**src/rtl/alt_vipvfr131_common_control_packet_encoder.sv**
```systemverilog
`timescale 1ns/1ps
// Inserts an Avalon-ST video control packet (header + width/height/interlace body) ahead of video frames.
// Optional build macro ALT_VIPVFR131_CTRL_PKT_EVERY_FRAME_EN: insert before every video frame instead of only after a new ctrl_load.
module alt_vipvfr131_common_control_packet_encoder #(
   parameter int unsigned BITS_PER_SYMBOL  = 8,
   parameter int unsigned SYMBOLS_PER_BEAT = 3
) (
   input  logic                                        clk,
   input  logic                                        rst_n,
   output logic                                        din_ready,
   input  logic                                        din_valid,
   input  logic                                        din_sop,
   input  logic                                        din_eop,
   input  logic [BITS_PER_SYMBOL*SYMBOLS_PER_BEAT-1:0] din_data,
   input  logic                                        dout_ready,
   output logic                                        dout_valid,
   output logic                                        dout_sop,
   output logic                                        dout_eop,
   output logic [BITS_PER_SYMBOL*SYMBOLS_PER_BEAT-1:0] dout_data,
   input  logic [15:0]                                 ctrl_width,
   input  logic [15:0]                                 ctrl_height,
   input  logic [3:0]                                  ctrl_interlaced,
   input  logic                                        ctrl_load,
   output logic                                        ctrl_busy
);

   localparam int unsigned DW       = BITS_PER_SYMBOL * SYMBOLS_PER_BEAT;
   localparam int unsigned NUM_BODY = (9 + SYMBOLS_PER_BEAT - 1) / SYMBOLS_PER_BEAT;

   typedef enum logic [1:0] {PASS, HDR, BODY} state_t;

   state_t        state;
   state_t        state_next;
   logic          in_packet;
   logic          pending;
   logic          resume;
   logic [15:0]   shadow_width;
   logic [15:0]   shadow_height;
   logic [3:0]    shadow_interlaced;
   logic [15:0]   send_width;
   logic [15:0]   send_height;
   logic [3:0]    send_interlaced;
   logic [3:0]    beat_cnt;
   logic          insert_needed;
   logic          trigger;
   logic          capture;
   logic          accept;
   logic          last_beat;
   logic [3:0]    nib [16];
   logic [DW-1:0] body_data;

`ifdef ALT_VIPVFR131_CTRL_PKT_EVERY_FRAME_EN
   assign insert_needed = 1'b1;
`else
   assign insert_needed = pending;
`endif

   // resume lets the held video sop beat through once after an insertion
   assign trigger   = !in_packet && !resume && din_valid && din_sop &&
                      (din_data[3:0] == 4'h0) && insert_needed;
   assign capture   = (state == PASS) && trigger;
   assign accept    = din_valid && din_ready;
   assign last_beat = (beat_cnt == 4'(NUM_BODY - 1));

   always_ff @(posedge clk or negedge rst_n) begin
      if (!rst_n) begin
         state <= PASS;
      end else begin
         state <= state_next;
      end
   end

   always_comb begin
      state_next = state;
      case (state)
         PASS:    if (trigger) state_next = HDR;
         HDR:     if (dout_ready) state_next = BODY;
         BODY:    if (dout_ready && last_beat) state_next = PASS;
         default: state_next = PASS;
      endcase
   end

   always_ff @(posedge clk or negedge rst_n) begin
      if (!rst_n) begin
         in_packet         <= 1'b0;
         pending           <= 1'b1;
         resume            <= 1'b0;
         shadow_width      <= 16'd640;
         shadow_height     <= 16'd480;
         shadow_interlaced <= '0;
         send_width        <= '0;
         send_height       <= '0;
         send_interlaced   <= '0;
         beat_cnt          <= '0;
      end else begin
         if (ctrl_load) begin
            shadow_width      <= ctrl_width;
            shadow_height     <= ctrl_height;
            shadow_interlaced <= ctrl_interlaced;
         end
         if (ctrl_load) begin
            pending <= 1'b1;
         end else if (capture) begin
            pending <= 1'b0;
         end
         if (capture) begin
            send_width      <= shadow_width;
            send_height     <= shadow_height;
            send_interlaced <= shadow_interlaced;
         end
         if (accept) begin
            resume <= 1'b0;
            if (din_eop) begin
               in_packet <= 1'b0;
            end else if (din_sop) begin
               in_packet <= 1'b1;
            end
         end else if (state == BODY && dout_ready && last_beat) begin
            resume <= 1'b1;
         end
         if (state == HDR) begin
            beat_cnt <= '0;
         end else if (state == BODY && dout_ready) begin
            beat_cnt <= beat_cnt + 4'd1;
         end
      end
   end

   // nibble k of the body lands in symbol (k mod SYMBOLS_PER_BEAT) of beat (k / SYMBOLS_PER_BEAT)
   always_comb begin
      for (int unsigned k = 0; k < 16; k++) begin
         nib[k] = '0;
      end
      nib[0] = send_width[15:12];
      nib[1] = send_width[11:8];
      nib[2] = send_width[7:4];
      nib[3] = send_width[3:0];
      nib[4] = send_height[15:12];
      nib[5] = send_height[11:8];
      nib[6] = send_height[7:4];
      nib[7] = send_height[3:0];
      nib[8] = send_interlaced;
      body_data = '0;
      for (int unsigned s = 0; s < SYMBOLS_PER_BEAT; s++) begin
         body_data[s*BITS_PER_SYMBOL +: 4] = nib[4'(beat_cnt * SYMBOLS_PER_BEAT + s)];
      end
   end

   always_comb begin
      din_ready  = 1'b0;
      dout_valid = 1'b0;
      dout_sop   = 1'b0;
      dout_eop   = 1'b0;
      dout_data  = '0;
      ctrl_busy  = 1'b0;
      case (state)
         PASS: begin
            dout_data = din_data;
            dout_sop  = din_sop;
            dout_eop  = din_eop;
            if (!trigger) begin
               din_ready  = dout_ready;
               dout_valid = din_valid;
            end
         end
         HDR: begin
            dout_valid     = 1'b1;
            dout_sop       = 1'b1;
            dout_data[3:0] = 4'hF;
            ctrl_busy      = 1'b1;
         end
         BODY: begin
            dout_valid = 1'b1;
            dout_eop   = last_beat;
            dout_data  = body_data;
            ctrl_busy  = 1'b1;
         end
         default: ;
      endcase
      if (!rst_n) begin
         din_ready  = 1'b0;
         dout_valid = 1'b0;
      end
   end

endmodule

```
**config.mk**
```make
export PLATFORM = sky130hd
export DESIGN_NAME = alt_vipvfr131_common_control_packet_encoder
export DESIGN_NICKNAME = d
export VERILOG_FILES = /design/src/rtl/alt_vipvfr131_common_control_packet_encoder.sv
export SDC_FILE = /design/constraint.sdc
export NUM_CORES = 1
export LEC_CHECK = 0
export CORE_ASPECT_RATIO = 1.2
export CORE_MARGIN = 2
export CORE_UTILIZATION = 64
export CTS_CLUSTER_DIAMETER = 30
export DETAILED_ROUTE_END_ITERATION = 6
export DONT_BUFFER_PORTS = 1
export PLACE_DENSITY = 0.86
export SLEW_MARGIN = 20
export SYNTH_ARGS = -nofsm -noshare
export SYNTH_HDL_FRONTEND = slang
export SYNTH_SLANG_ARGS = --single-unit
```
**constraint.sdc**
```tcl
create_clock -name clk -period 5.1 [get_ports clk]
set_input_delay 0.765 -clock clk [delete_from_list [all_inputs] [get_ports clk]]
set_output_delay 0.765 -clock clk [all_outputs]
set_load 0.01 [all_outputs]
```
==> out/metrics.csv <==
metric;value;unit
layout cells sized above 1;0.393;
Crit Path Class;reg2out;
Via density;6.43;
syn nets;404;
Hold Path Class;in2async;
fmax;220;MHz
Pwr Density;485;nW/um2
RR Startpoint;state[1]$_DFFE_PN0P_;
crit-path max FO;33;
final wirelength;8520;um
DP HPWL;6250;um
GRT Resource Usage Total;0.237;
CTS H-tree lvls;3;
switching share of power;0.352;
Initial Utilization;0.663;
RSZ-0062 raised after global routing;no;
Starting DRT DRC Count;154;
leakage;2.11;nW
CP Launch Type;flop;
via count;2638;
FP Rows;33;
Avg Inst Size Synth;14.0;um2
Clock Latency Late Sink;350;ps
most frequent cells in the layout;dfrtp_1 (74), mux2_2 (48), mux2_4 (29);
die height;96.6;um
final hold vios;0;
Synth Instances;326;
GRT overflow;0;
final core utilization;0.687;
run status;finished, final reports clean;
CTS Buffer Depth;2;
Clock Tree Root;clkbuf_8;
mapped cell area;4570;um2
synthesis warning total;0;
Max-Cap Viols;0;
CP endpoint kind;output port;
Yosys reg bits;81;
Pint;1.49;mW
clock skew;9.46;ps
Reg2Reg Depth;5;
Layout fillers;492;
Routed wire per std cell;20.8;um
vias in the first global route;2680;
clock tree sinks;81;
Core Area;6900;um2
first-pass GRT wire length;13500;um
Final Max Tran Viols;0;
Worst Path Required;4340;ps
Hold Buf Count CTS;0;
Die W;81.1;um
first-pass iteration count of the detailed router;4;
antenna viol nets, final;0;
fin crit period;4540;ps
setup TNS;0;ps
pin count of the biggest net entering global routing;85;
Netlist cell types;44;
logic gate share of total power;0.412;
Tcrit/Tclk final;0.889;
# Post-CTS Setup Buffers;0;
CTS tree;done;
CTS buffer count;9;
DR DRC count;0;
IR drop worst, VDD;0.492;mV
clock share of power;0.201;
initial antenna violation count;0;
setup violators final;0;
Least-Margin Pin Slew;992;ps
I/O Buffers;0;
sw power;809;uW
final net count;396;
Worst Path Arrival;3770;ps
n_diodes;0;
# IOs;96;
clk slew on worst S/H paths;80;ps
sequential share of power;0.387;
global placer's final weighted congestion;0.862;
Seq/Total Area, Yosys;0.445;
Critical R2R Capture;send_height[7]$_DFFE_PN0P_;
r2r setup slk;2390;ps
Multi-input gate area;2330;um2
max_slew headroom;0.332;
Synth-to-Final Area Change;3.61;%
most common cell after layout, fill and taps aside;dfrtp_1;
Seq. cell area;2040;um2
Gates resized, CTS repair;0;
Die Area;7840;um2
## metal layers
| layer | vias up | wire [um] | track usage | part of all wire |
|---|---|---|---|---|
| met3 | 19 | 464 | 0.0511 | 0.054 |
| li1 | 1191 | - | - | - |
| met4 | 0 | 193 | 0.0960 | 0.023 |
| met2 | 100 | 4190 | 0.386 | 0.49 |
| met5 | - | 0 | 0 | 0 |
| met1 | 1328 | 3670 | 0.312 | 0.43 |
## how the worst max path moves through the flow
stage	from	end	slack, ps	cells after the start
floorplan	beat_cnt[0]$_DFFE_PN0P_	dout_data[16]	1150	14
global placement	beat_cnt[0]$_DFFE_PN0P_	dout_data[18]	1190	9
detailed placement	beat_cnt[0]$_DFFE_PN0P_	dout_data[18]	970	9
CTS	beat_cnt[0]$_DFFE_PN0P_	dout_data[16]	590	9
global route	beat_cnt[0]$_DFFE_PN0P_	dout_data[16]	340	9
finish	beat_cnt[0]$_DFFE_PN0P_	dout_data[16]	560	9
## worst max-delay path, stage by stage, from the launching register on
cell	delay (ps)
dfrtp_1	370
buf_4	420
inv_1	140
ha_1	310
buf_4	320
inv_1	180
ha_1	430
nor4_1	880
a22oi_1	150
o21ai_0	220
## stage by stage
step	power [mW]	hold slack (ps)	instances	cell area, um2	setup WS [ps]
5_1_grt	2.44	76.8	410	4740	335
3_3_place_gp	1.81	472	394	4540	1190
3_5_place_dp	1.85	472	394	4540	974
4_1_cts	2.32	88.4	410	4740	587
2_1_floorplan	1.70	469	326	4570	1150
6_report	2.30	101	410	4740	564
## sequential cells by signal (all words and copies together), names as in the netlist
| signal | count |
|---|---|
| shadow_width | 16 |
| in_packet | 1 |
| send_interlaced | 4 |
| beat_cnt | 4 |
| shadow_height | 16 |
| send_height | 16 |
| insert_needed | 1 |
| shadow_interlaced | 4 |
| state | 2 |
| resume | 1 |
| send_width | 16 |
## Yosys cell counts (all sizes together)
cell type   n  area (um2)
or4b        1        13.8
o211ai      4        30.0
a21o        2        15.0
nand4       1        6.26
nor3        1        5.00
mux2i       8        80.1
a21oi      10        50.1
dfstp       7         184
and3        2        12.5
buf        14         130
nor4        1        6.26
and2       12        75.1
a2bb2oi     1        8.76
o41ai       4        35.0
inv        14        52.6
clkbuf      7        26.3
and2b       1        7.51
o22a        1        8.76
fa          1        20.0
xor2        2        17.5
a31oi       3        18.8
nor3b       1        7.51
o221ai      4        35.0
nand3       2        10.0
a22oi       4        30.0
ha         10         125
xor3        1        23.8
mux4       24         541
nand2b      1        6.26
and4bb      1        12.5
xnor2       4        35.0
o21ai       4        20.0
a32o        1        10.0
dfrtp      74        1850
nor2       10        37.5
o2bb2ai     1        8.76
nand2      10        37.5
mux2       77         976
## final cells by class
cell class                      instances  area share
Multi-Input combinational cell        210       0.491
Sequential cell                        81       0.430
Clock buffer                           11      0.0299
Tap cell                               87      0.0230
Clock inverter                          5      0.0119
Inverter                               14      0.0111
Timing Repair Buffer                    2     0.00317
## cells by family after synthesis
group | count (synthesis) | share of synthesized area
AOI/OAI and AO/OA | 39 | 0.0591
xor gates and xnor gates | 7 | 0.0167
adders and majority gates | 11 | 0.0318
buffers and inverters | 35 | 0.0457
DFF | 81 | 0.445
muxes | 109 | 0.349
and+or+nand+nor | 44 | 0.0520
## power groups by stage
| stage | combinational, mW | sequential [mW] | clock, mW |
|---|---|---|---|
| after detailed placement | 0.947 | 0.903 | 0 |
| after global placement | 0.924 | 0.889 | 0 |
| final | 0.946 | 0.891 | 0.462 |
| after global routing | 1.03 | 0.910 | 0.502 |
| after CTS | 0.953 | 0.889 | 0.473 |
| after floorplan | 0.843 | 0.855 | 0 |
Power figures use the tool's default switching activity.
